<file path="src/rtl/scv_clk_timing_gen.sv">
// -----------------------------------------------------------------------------
// scv_clk_timing_gen
//
// Clock/timing generator for the uPD7800 core. Two independent blocks:
//
//   1. Phase sequencer: walks S0 -> S1 -> S2 -> S3 -> S0, each slot lasting
//      PHASE_DIV CLK cycles. It emits a one-CLK strobe at the start of every
//      slot and CP1/CP2 levels. HOLD freezes the sequencer for bus wait states
//      without losing or duplicating any strobe.
//   2. VBL timer: free-running two-segment timer (idle / active). It ignores
//      HOLD and drives the INT2 level plus a FRAME_START strobe on each rise.
//
// Ports:
//   CLK            in   core clock
//   RES            in   synchronous, active-high reset
//   HOLD           in   1 = freeze phase sequencer
//   VBL_IDLE_LEN   in   CLK cycles with VBL=0 per frame (0 behaves as 1)
//   VBL_ACTIVE_LEN in   CLK cycles with VBL=1 per frame (0 behaves as 1)
//   CP1_POSEDGE    out  strobe, start of S0
//   CP1_NEGEDGE    out  strobe, start of S1
//   CP2_POSEDGE    out  strobe, start of S2
//   CP2_NEGEDGE    out  strobe, start of S3
//   CP1            out  level, 1 during S0
//   CP2            out  level, 1 during S2
//   VBL            out  vertical-blank level (upd7800 INT2)
//   FRAME_START    out  strobe coincident with VBL rising
//
// All outputs come straight from flops.
// -----------------------------------------------------------------------------
module scv_clk_timing_gen #(
   parameter int PHASE_DIV = 1,
   parameter int CW        = 20
) (
   input  logic          CLK,
   input  logic          RES,
   input  logic          HOLD,
   input  logic [CW-1:0] VBL_IDLE_LEN,
   input  logic [CW-1:0] VBL_ACTIVE_LEN,
   output logic          CP1_POSEDGE,
   output logic          CP1_NEGEDGE,
   output logic          CP2_POSEDGE,
   output logic          CP2_NEGEDGE,
   output logic          CP1,
   output logic          CP2,
   output logic          VBL,
   output logic          FRAME_START
);

   localparam int DW = (PHASE_DIV > 1) ? $clog2(PHASE_DIV) : 1;
   localparam logic [DW-1:0] DIV_LAST = DW'(PHASE_DIV - 1);

   // Phase slot encoding
   localparam logic [1:0] S0 = 2'd0;
   localparam logic [1:0] S1 = 2'd1;
   localparam logic [1:0] S2 = 2'd2;
   localparam logic [1:0] S3 = 2'd3;

   // A zero length would make seg_len-1 wrap; treat it as a 1-CLK segment.
   function automatic logic [CW-1:0] len_fix(input logic [CW-1:0] v);
      return (v == '0) ? CW'(1) : v;
   endfunction

   // ---------------------------------------------------------------------------
   // Phase sequencer
   // ---------------------------------------------------------------------------
   logic [1:0]    slot_q,   slot_d;
   logic [DW-1:0] divcnt_q, divcnt_d;
   // strobe bit i fires on entry to slot i: [0]=CP1 pos, [1]=CP1 neg,
   // [2]=CP2 pos, [3]=CP2 neg
   logic [3:0]    strobe_q, strobe_d;
   logic          cp1_q,    cp1_d;
   logic          cp2_q,    cp2_d;

   always_comb begin
      slot_d   = slot_q;
      divcnt_d = divcnt_q;
      strobe_d = 4'b0000;
      if (!HOLD) begin
         if (divcnt_q == DIV_LAST) begin
            divcnt_d = '0;
            slot_d   = slot_q + 2'd1;
            strobe_d = 4'b0001 << slot_d;
         end else begin
            divcnt_d = divcnt_q + DW'(1);
         end
      end
      // Levels follow the slot register, so they simply hold while frozen.
      cp1_d = (slot_d == S0);
      cp2_d = (slot_d == S2);
   end

   // ---------------------------------------------------------------------------
   // VBL timer
   // ---------------------------------------------------------------------------
   logic [CW-1:0] vcnt_q,   vcnt_d;
   logic [CW-1:0] seg_len_q, seg_len_d;
   logic          vbl_q,    vbl_d;
   logic          fs_q,     fs_d;

   always_comb begin
      vcnt_d    = vcnt_q + CW'(1);
      seg_len_d = seg_len_q;
      vbl_d     = vbl_q;
      fs_d      = 1'b0;
      // seg_len_q is never 0, so seg_len_q-1 cannot wrap.
      if (vcnt_q == seg_len_q - CW'(1)) begin
         vcnt_d    = '0;
         vbl_d     = ~vbl_q;
         // Lengths are only sampled here, so mid-segment edits wait for the
         // next segment of the matching kind.
         seg_len_d = vbl_d ? len_fix(VBL_ACTIVE_LEN) : len_fix(VBL_IDLE_LEN);
         fs_d      = vbl_d;
      end
   end

   // ---------------------------------------------------------------------------
   // Registers
   // ---------------------------------------------------------------------------
   always_ff @(posedge CLK) begin
      if (RES) begin
         // S3 with a full divider means the first free edge enters S0.
         slot_q    <= S3;
         divcnt_q  <= DIV_LAST;
         strobe_q  <= 4'b0000;
         cp1_q     <= 1'b0;
         cp2_q     <= 1'b0;
         vcnt_q    <= '0;
         seg_len_q <= len_fix(VBL_IDLE_LEN);
         vbl_q     <= 1'b0;
         fs_q      <= 1'b0;
      end else begin
         slot_q    <= slot_d;
         divcnt_q  <= divcnt_d;
         strobe_q  <= strobe_d;
         cp1_q     <= cp1_d;
         cp2_q     <= cp2_d;
         vcnt_q    <= vcnt_d;
         seg_len_q <= seg_len_d;
         vbl_q     <= vbl_d;
         fs_q      <= fs_d;
      end
   end

   assign CP1_POSEDGE = strobe_q[0];
   assign CP1_NEGEDGE = strobe_q[1];
   assign CP2_POSEDGE = strobe_q[2];
   assign CP2_NEGEDGE = strobe_q[3];
   assign CP1         = cp1_q;
   assign CP2         = cp2_q;
   assign VBL         = vbl_q;
   assign FRAME_START = fs_q;

endmodule
</file>
<file path="config.mk">
export PLATFORM = sky130hd
export DESIGN_NAME = scv_clk_timing_gen
export DESIGN_NICKNAME = d
export VERILOG_FILES = /design/src/rtl/scv_clk_timing_gen.sv
export SDC_FILE = /design/constraint.sdc
export NUM_CORES = 1
export LEC_CHECK = 0
export BUFFER_PORTS_ARGS = -buffer_cell sky130_fd_sc_hd__buf_2
export CORE_AREA = 2 2 78 80
export CTS_CLUSTER_SIZE = 14
export DETAILED_ROUTE_END_ITERATION = 8
export DIE_AREA = 0 0 80 82
export PLACE_DENSITY = 0.71
export SKIP_LAST_GASP = 1
export SYNTH_ARGS = -nofsm -noshare
export SYNTH_HDL_FRONTEND = slang
export SYNTH_SLANG_ARGS = --single-unit
</file>
<file path="constraint.sdc">
create_clock -name CLK -period 8.49 [get_ports CLK]
set_clock_uncertainty 0.2 [all_clocks]
set_input_delay 1.2735 -clock CLK [delete_from_list [all_inputs] [get_ports CLK]]
set_output_delay 1.2735 -clock CLK [all_outputs]
set_load 0.02 [all_outputs]
</file>
# Word level (Yosys, flattened, before mapping)
# Cells that the tools add are included.
[word_totals]
ff_bits = 51
output_inout_bits = 8
elab_cells = 33
inputBits = 43
[op_classes]
n_bitwise = 2
add_sub_neg = 4
eq_ne = 2
n_reduce_logical = 7
mux = 8
shift = 1
[op_table]
columns = ["operator", "count"]
rows = [
  ["$mux W20", 5],
  ["$logic_not A20 Y1", 2],
  ["$add A20 B1 Y20 const B", 1],
  ["$eq A20 B20 Y1", 1],
  ["$sub A20 B1 Y20 const B", 1],
  ["$mux W2", 2],
  ["$reduce_or A2 Y1", 2],
  ["$shl A1 B2 Y4 const A", 1],
  ["$reduce_or A3 Y1", 1],
  ["$add A2 B1 Y2 const B", 1],
  ["$eq A2 B2 Y1 const B", 1],
  ["$logic_not A2 Y1", 1],
  ["$not A1 Y1", 2],
  ["$reduce_bool A2 Y1", 1],
  ["$add A1 B1 Y1 const B", 1],
  ["$mux W1", 1],
]

# Depth between registers and ports, before layout
# Gate-level depths: netlist (run 1).
[depth]
ltp_word = 5
mapped_depth = 10
depth_no_buf = 9

# Least setup slack after synthesis (run 1)
# No wires, ideal clock.
[synth_timing]
kind = "reg2reg"
start = "reg seg_len_q[0]"
end = "reg seg_len_q[0] (enable)"
synth_period_minus_slack_ns = 3.091
path_stages_with_launch = 10
required_ns = 7.962
setup_time_ns = 0.328
path_slack_ns = 5.399
arrival_ns = 2.563
n_path_buf = 1
path_cell_list = "edfxtp_1 > inv_1 > ha_1 > nor3b_2 > nand4_1 > or3_1 > a222oi_1 > nand4b_1 > o21bai_1 > buf_4"
[synth_via]
elab_chain_cells = 3
[synth_lines]
columns = ["element", "line", "rtl"]
rows = [
  ["from (decl)", "96", "logic [CW-1:0] seg_len_q, seg_len_d;"],
  ["from (signal assigned)", "128", "seg_len_q <= len_fix(VBL_IDLE_LEN);"],
  ["from (signal assigned)", "138", "seg_len_q <= seg_len_d;"],
  ["$sub A20 B1 Y20", "106", "if (vcnt_q == seg_len_q - CW'(1)) begin"],
  ["$eq A20 B20 Y1", "106", ""],
  ["$reduce_bool A2 Y1 (no source line)", "--", ""],
]
# No other way between the ends.
# A chain may end at the register's enable or synchronous reset.

# Worst setup path after layout (run 1)
# Same ends and word-level chain as after synthesis.

==> qor.yml, run 1 <==
timing:
  slew_headroom: 0.3535
  tns_ps: 0
  period_share: 0.4715
  worstMarginPinSlew_ps: 966.2
  max_freq_mhz: 249.8
  setup_viol: 0
  rsz0062_at_grt: "no"
  finalCriticalPeriod_ps: 4003
  fin_ws_ps: 4487
  slew_viol_final: 0
  hold_viol: 0
clock_tree:
  cts_sinks: 50
  clk_pin_slew_ps: 80
  clock_latency_ps: 290
  cts-root-buf: "clkbuf_8"
  postCtsHoldBufs: 0
  cts_setup_buffers: 0
  htreeDepth: 2
  cts-resized-gates: 0
  numCtsBuffers: 5
  cts_tree: "yes"
  max-clock-path-buffers: 2
yosys:
  ys_warn_count: 0
  synth-edff-count: 20
  synthDominantCellAreaShare: 0.2182
  synth_top_flop_cell: "dfxtp_1"
  yosys-top-cells-area: "dfxtp_1 (22%), edfxtp_1 (22%), xor2_1 (7.0%)"
  syn_area_um2: 2753
  synth_common_cells: "nor2_1 (32), dfxtp_1 (30), xor2_1 (22)"
  ys_seq_area_frac: 0.4364
  ys_ff_latch: 50
  synth_cells: 285
  yosysUniqueCellTypes: 43
  yosys.cell_count.top_type: "nor2_1"
  async_reset_ff_frac: 0
  syn_avg_cell_area_um2: 9.658
  synth_nets: 330
  yosysTopAreaCell: "dfxtp_1"
final_layout:
  final_nets: 380
  drive_above_1_share: 0.2292
  final_area_um2: 3148
  synthToLayoutAreaGrowth_pct: 14.36
  n_antenna_cell: 0
power_and_ir_drop:
  ir_worst_vdd_mv: 0.06790
  finalPower_mw: 0.4631
  p_leak_nw: 1.217
  power.density_nw_per_um2: 147.1
hold_path:
  hold_path_class: "reg -> reg"
worst_setup_path:
  path_cells: "inv_1 -> ha_1 -> nor3b_2 -> nand4_1 -> or3_1 -> a222oi_1 -> nand4b_1 -> o21bai_2 -> buf_4"
  start_kind: "register"
  cpMaxStageDelayCell: "o21bai_2"
  critical_path_class: "reg -> reg"
  worstPathRequired_ps: 8280
  worstSetupEndpointType: "register"
  critPathMaxFanout: 21
  worstPathArrival_ps: 3790
  slowest_delay_ps: 710
die:
  die-area_um2: 6560
  die-width_um: 80
  boundaryPins: 51
  fp-row-count: 28
  start_util: 0.4791
  die_y_um: 82
  core_area_um2: 5746
route:
  wl_um: 5564
  drt_iter0_drc: 104
  wl_per_cell_um: 13.54
  drc_errors: 0
  vias: 2219
  avgViaCountPerCell: 5.399
  ant_nets: 0
  first_pass_iters: 4
global_route:
  grt_pass1_wl_um: 9225
  grt_pass1_vias: 2091
  antenna_found_initial: 0
  grtUsageTotal: 0.1786
  grt_max_degree: 22
  grt-ovfl-total: 0
placed_design:
  dpl_worst_slack_ps: 4531
  dp_hpwl_um: 4369
  place_area_um2: 3063
  portBuffers: 50
  routabilityCongestion: 0.8616
status:
  status: "completed"
run:
  maxCapViolations: 0
[routing by layer]
metal / global-route usage / part of all wire / vias to the layer above
li1: - / - / 1142
met1: 0.2267 / 0.47 / 1015
met2: 0.3083 / 0.47 / 53
met3: 0.02967 / 0.041 / 9
met4: 0.06271 / 0.017 / 0
met5: 0 / 0 / -
[path summary, 6_finish.rpt]
kind | start | to | slack [ps] | depth (start not counted)
worst max-delay path | seg_len_q[0]$_DFFE_PP_ | seg_len_q[0]$_DFFE_PP_ | 4490 | 9
worst min-delay path | vcnt_q[0]$_SDFF_PP0_ | vcnt_q[0]$_SDFF_PP0_ | 290 | 1
worst max register to register | seg_len_q[0]$_DFFE_PP_ | seg_len_q[0]$_DFFE_PP_ | 4490 | 9
worst min register to register | vcnt_q[0]$_SDFF_PP0_ | vcnt_q[0]$_SDFF_PP0_ | 290 | 1
[state kept, by name (all words and copies together), names as in the netlist]
register     flops
seg_len_q       20
FRAME_START      1
CP2              1
VBL              1
slot_q           2
strobe_q         4
vcnt_q          20
CP1              1
[critical path, delay by kind of cell (launching register included)]
kind / cells / cell delay, ps
AND/OR/NAND/NOR: 4 / 1220
AO/OA/AOI/OAI: 2 / 1090
buffers and inverters: 2 / 480
flip-flops: 1 / 460
adder cells (fa/ha/maj): 1 / 230
[power breakdown]
group          switching (mW)  leakage, nW  total, mW  internal, mW
registers              0.0123        0.440      0.274         0.261
clock network          0.0736       0.0416      0.130        0.0565
logic                  0.0300        0.735     0.0592        0.0292
[cells by family (layout without fill, tap and decap cells)]
kind of cell	count (synthesis)	after routing	share of synthesized area
compound gates	33	33	0.08454
xor+xnor	39	39	0.1241
fa+ha+maj	2	2	0.009089
buf+inv	15	66	0.02591
flops	50	50	0.4364
mux	14	14	0.05591
simple gates	132	132	0.2641
[cell type report]
class / instances / area [um^2]
clock buffers: 5 / 68.82
multi-input cells: 220 / 1484
inverters: 7 / 26.28
flip-flops and latches: 50 / 1201
clock inverters: 3 / 16.27
repair buffers: 51 / 257.7
well taps: 75 / 93.84
fillers: 536 / 2597
[stage by stage]
| step | cells | utilization | hold WS (ps) |
|---|---|---|---|
| floorplan | 285 | - | 239.8 |
| global placement | 403 | 0.5331 | 272.4 |
| detailed placement | 403 | 0.5331 | 272.0 |
| CTS | 411 | 0.5479 | 293.5 |
| global route | 411 | 0.5479 | 309.1 |
| finish | 411 | 0.5479 | 289.7 |
[placed cells by master (no fill, tap or decap), types with 2 or more instances in the layout]
master,count
nand3_1,16
nand2_1,17
edfxtp_1,20
nand4b_1,2
a21oi_1,4
a31oi_1,4
or4_1,5
nand4_1,3
xor2_1,22
inv_1,7
or3_1,7
ha_1,2
xnor2_1,17
nor4_1,17
nand3b_1,3
clkbuf_8,5
nor2b_1,4
mux2i_1,3
dfxtp_1,30
a22oi_1,2
nor4b_1,2
a22o_1,8
or2_2,3
o21ai_0,7
buf_2,50
and3_1,8
nor2_1,32
nand2b_1,4
mux2_2,11
nor3_1,5
No activity file was read; power rests on OpenSTA's default activity.
==> run 2: changes to the inputs <==
Settings changed: ABC_AREA from default to 1, CORE_AREA 2 2 78 80 to 2 2 86 88, DIE_AREA 0 0 80 82 to 0 0 88 90, PLACE_DENSITY 0.71 to 0.69.
Clock period 8.49 ns to 4.1 ns, I/O delays scaled along.
==> run 2 against run 1 <==
Against the previous run:
- area after synthesis grew 22%
- die area increased by 21%
- count of clock-buffer cells in the layout grew 1
- routed wire length is 41% higher
- clock power grew 140%
- synthesized cell count increased by 67%
- via count rose by 38%
- critical path type unchanged
- largest cell class unchanged
==> qor.yml, run 2 <==
yosys:
  synth_top_family_by_area: "simple AND/OR/NAND/NOR gates"
  synth_cells: 477
  synth_compound_area_frac: 0.03769
  synth_top_flop_cell: "dfxtp_1"
  ys_ff_latch: 50
  yosysUniqueCellTypes: 33
  synth-edff-count: 20
  synthAdderAreaFrac: 0.007463
  async_reset_ff_frac: 0
  syn_avg_cell_area_um2: 7.030
  syn_area_um2: 3353
  yosysTopAreaCell: "dfxtp_1"
  synth_common_cells: "nand2_1 (117), nor2_1 (77), inv_1 (60)"
  synthDominantCellAreaShare: 0.1791
  yosys-top-cells-area: "dfxtp_1 (18%), edfxtp_1 (18%), nand2_1 (13%)"
  ys_seq_area_frac: 0.3582
  synth-xor-area-share: 0.09142
  synthSimpleGateAreaFrac: 0.4205
  ys_warn_count: 0
  synth_nets: 522
  yosys.cell_count.top_type: "nand2_1"
  synthMuxAreaShare: 0
worst_setup_path:
  reg2reg_depth: 10
  critPathMaxFanout: 40
  worstPathArrival_ps: 2560
  regToRegEndpoint: "seg_len_q[5]$_DFFE_PP_"
  worstPathRequired_ps: 3850
  reg2reg_setup_slack_ps: 1290
  critical_path_class: "reg -> reg"
  worstSetupEndpointType: "register"
  r2r-start: "seg_len_q[0]$_DFFE_PP_"
  start_kind: "register"
hold_path:
  whs_path_depth: 2
  hold_path_class: "reg -> reg"
  holdPathEnd: "strobe_q[3]$_SDFF_PP0_"
  worst_hold_startpoint: "slot_q[1]$_SDFF_PP1_"
final_layout:
  final_nets: 573
  utilization: 0.5391
  synthToLayoutAreaGrowth_pct: 12.87
  final_common_cell: "nand2_1"
  mostFrequentLayoutCells: "nand2_1 (117), nor2_1 (76), inv_1 (60)"
  n_antenna_cell: 0
  top_regs: "seg_len_q: 20 flops, vcnt_q: 20 flops, strobe_q: 4 flops"
  drive_above_1_share: 0.1947
timing:
  slew_headroom: 0.4931
  tns_ps: 0
  worstMarginPinSlew_ps: 759.6
  slew_viol_final: 0
  finalCriticalPeriod_ps: 2814
  period_share: 0.6862
  hold-worst-slack_ps: 309.1
  hold_viol: 0
  setup_viol: 0
  rsz0062_at_grt: "no"
  max_freq_mhz: 355.4
route:
  ant_nets: 0
  drt_iter0_drc: 226
  wl_per_cell_um: 12.51
  first_pass_iters: 4
  wl_um: 7856
  drc_errors: 0
  vias: 3071
  avgViaCountPerCell: 4.890
placed_design:
  portBuffers: 50
  routabilityCongestion: 0.8667
  dp_hpwl_um: 6460
power_and_ir_drop:
  power.density_nw_per_um2: 273.9
  ir_worst_vdd_mv: 0.1625
  p_leak_nw: 1.674
  finalPower_mw: 1.037
clock_tree:
  max-clock-path-buffers: 2
  postCtsHoldBufs: 0
  numCtsBuffers: 5
  cts-resized-gates: 0
  cts_sinks: 50
  cts_setup_buffers: 0
  clock_latency_ps: 300
  clk_pin_slew_ps: 100
  cts-root-buf: "clkbuf_8"
  htreeDepth: 2
  cts_tree: "yes"
die:
  fp-row-count: 31
  core_area_um2: 7020
  die_y_um: 90
  start_util: 0.4776
  boundaryPins: 51
  die-area_um2: 7920
  die-width_um: 88
global_route:
  grt_max_degree: 41
  grt-ovfl-total: 0
  antenna_found_initial: 0
  grt_pass1_vias: 2867
  grt_pass1_wl_um: 13150
  grtUsageTotal: 0.2122
run:
  maxCapViolations: 0
status:
  status: "completed"
## run 2: final cells by class
| class | instances | area (um^2) |
|---|---|---|
| clock buffer | 6 | 82.58 |
| clock inverter | 2 | 16.27 |
| fill | 668 | 3236 |
| inverter | 62 | 232.7 |
| multi-input combinational | 358 | 1871 |
| sequential | 50 | 1201 |
| tap | 99 | 123.9 |
| timing repair buffer | 51 | 257.7 |
## run 2: per-layer routing
metal	vias up	track usage	share of wire
met5	-	0	0
met4	0	0.06667	0.015
met3	8	0.02571	0.056
met2	104	0.3453	0.47
met1	1345	0.2911	0.46
li1	1614	-	-
## run 2: per-stage QoR
stage	instance area, um^2	setup slack [ps]	cells
3_3_place_gp	3686	1365	620
2_1_floorplan	3353	1732	477
3_5_place_dp	3686	1294	620
4_1_cts	3785	1281	628
5_1_grt	3785	1086	628
6_report	3785	1286	628
## run 2: critical path, cell delays in order (launching register included)
cell and delay [ps]:
edfxtp_1 410, inv_1 150, ha_1 300, nand2_4 120, o21ai_0 230, nand2_1 80
nand2_1 100, nand3_1 90, nor3_2 180, nand3_2 140, nand2_4 420
## run 2: worst max path at each step
stage	from	to	slack (ps)
3_5_place_dp	seg_len_q[0]$_DFFE_PP_	seg_len_q[5]$_DFFE_PP_	1290
6_report	seg_len_q[0]$_DFFE_PP_	seg_len_q[5]$_DFFE_PP_	1290
4_1_cts	seg_len_q[0]$_DFFE_PP_	seg_len_q[5]$_DFFE_PP_	1280
3_3_place_gp	seg_len_q[0]$_DFFE_PP_	seg_len_q[5]$_DFFE_PP_	1360
5_1_grt	seg_len_q[0]$_DFFE_PP_	seg_len_q[6]$_DFFE_PP_	1090
2_1_floorplan	seg_len_q[0]$_DFFE_PP_	seg_len_q[0]$_DFFE_PP_	1730
## run 2: where the power goes
group / switching, mW / internal [mW]
sequential: 0.0235 / 0.541
combinational: 0.101 / 0.0617
clock: 0.171 / 0.139
## run 2: kinds of logic after synthesis
kind of cell	count (synthesis)
adder cells (fa/ha/maj)	2
XOR/XNOR	35
buffers and inverters	69
AND/OR/NAND/NOR	297
AO/OA/AOI/OAI	24
flip-flops	50
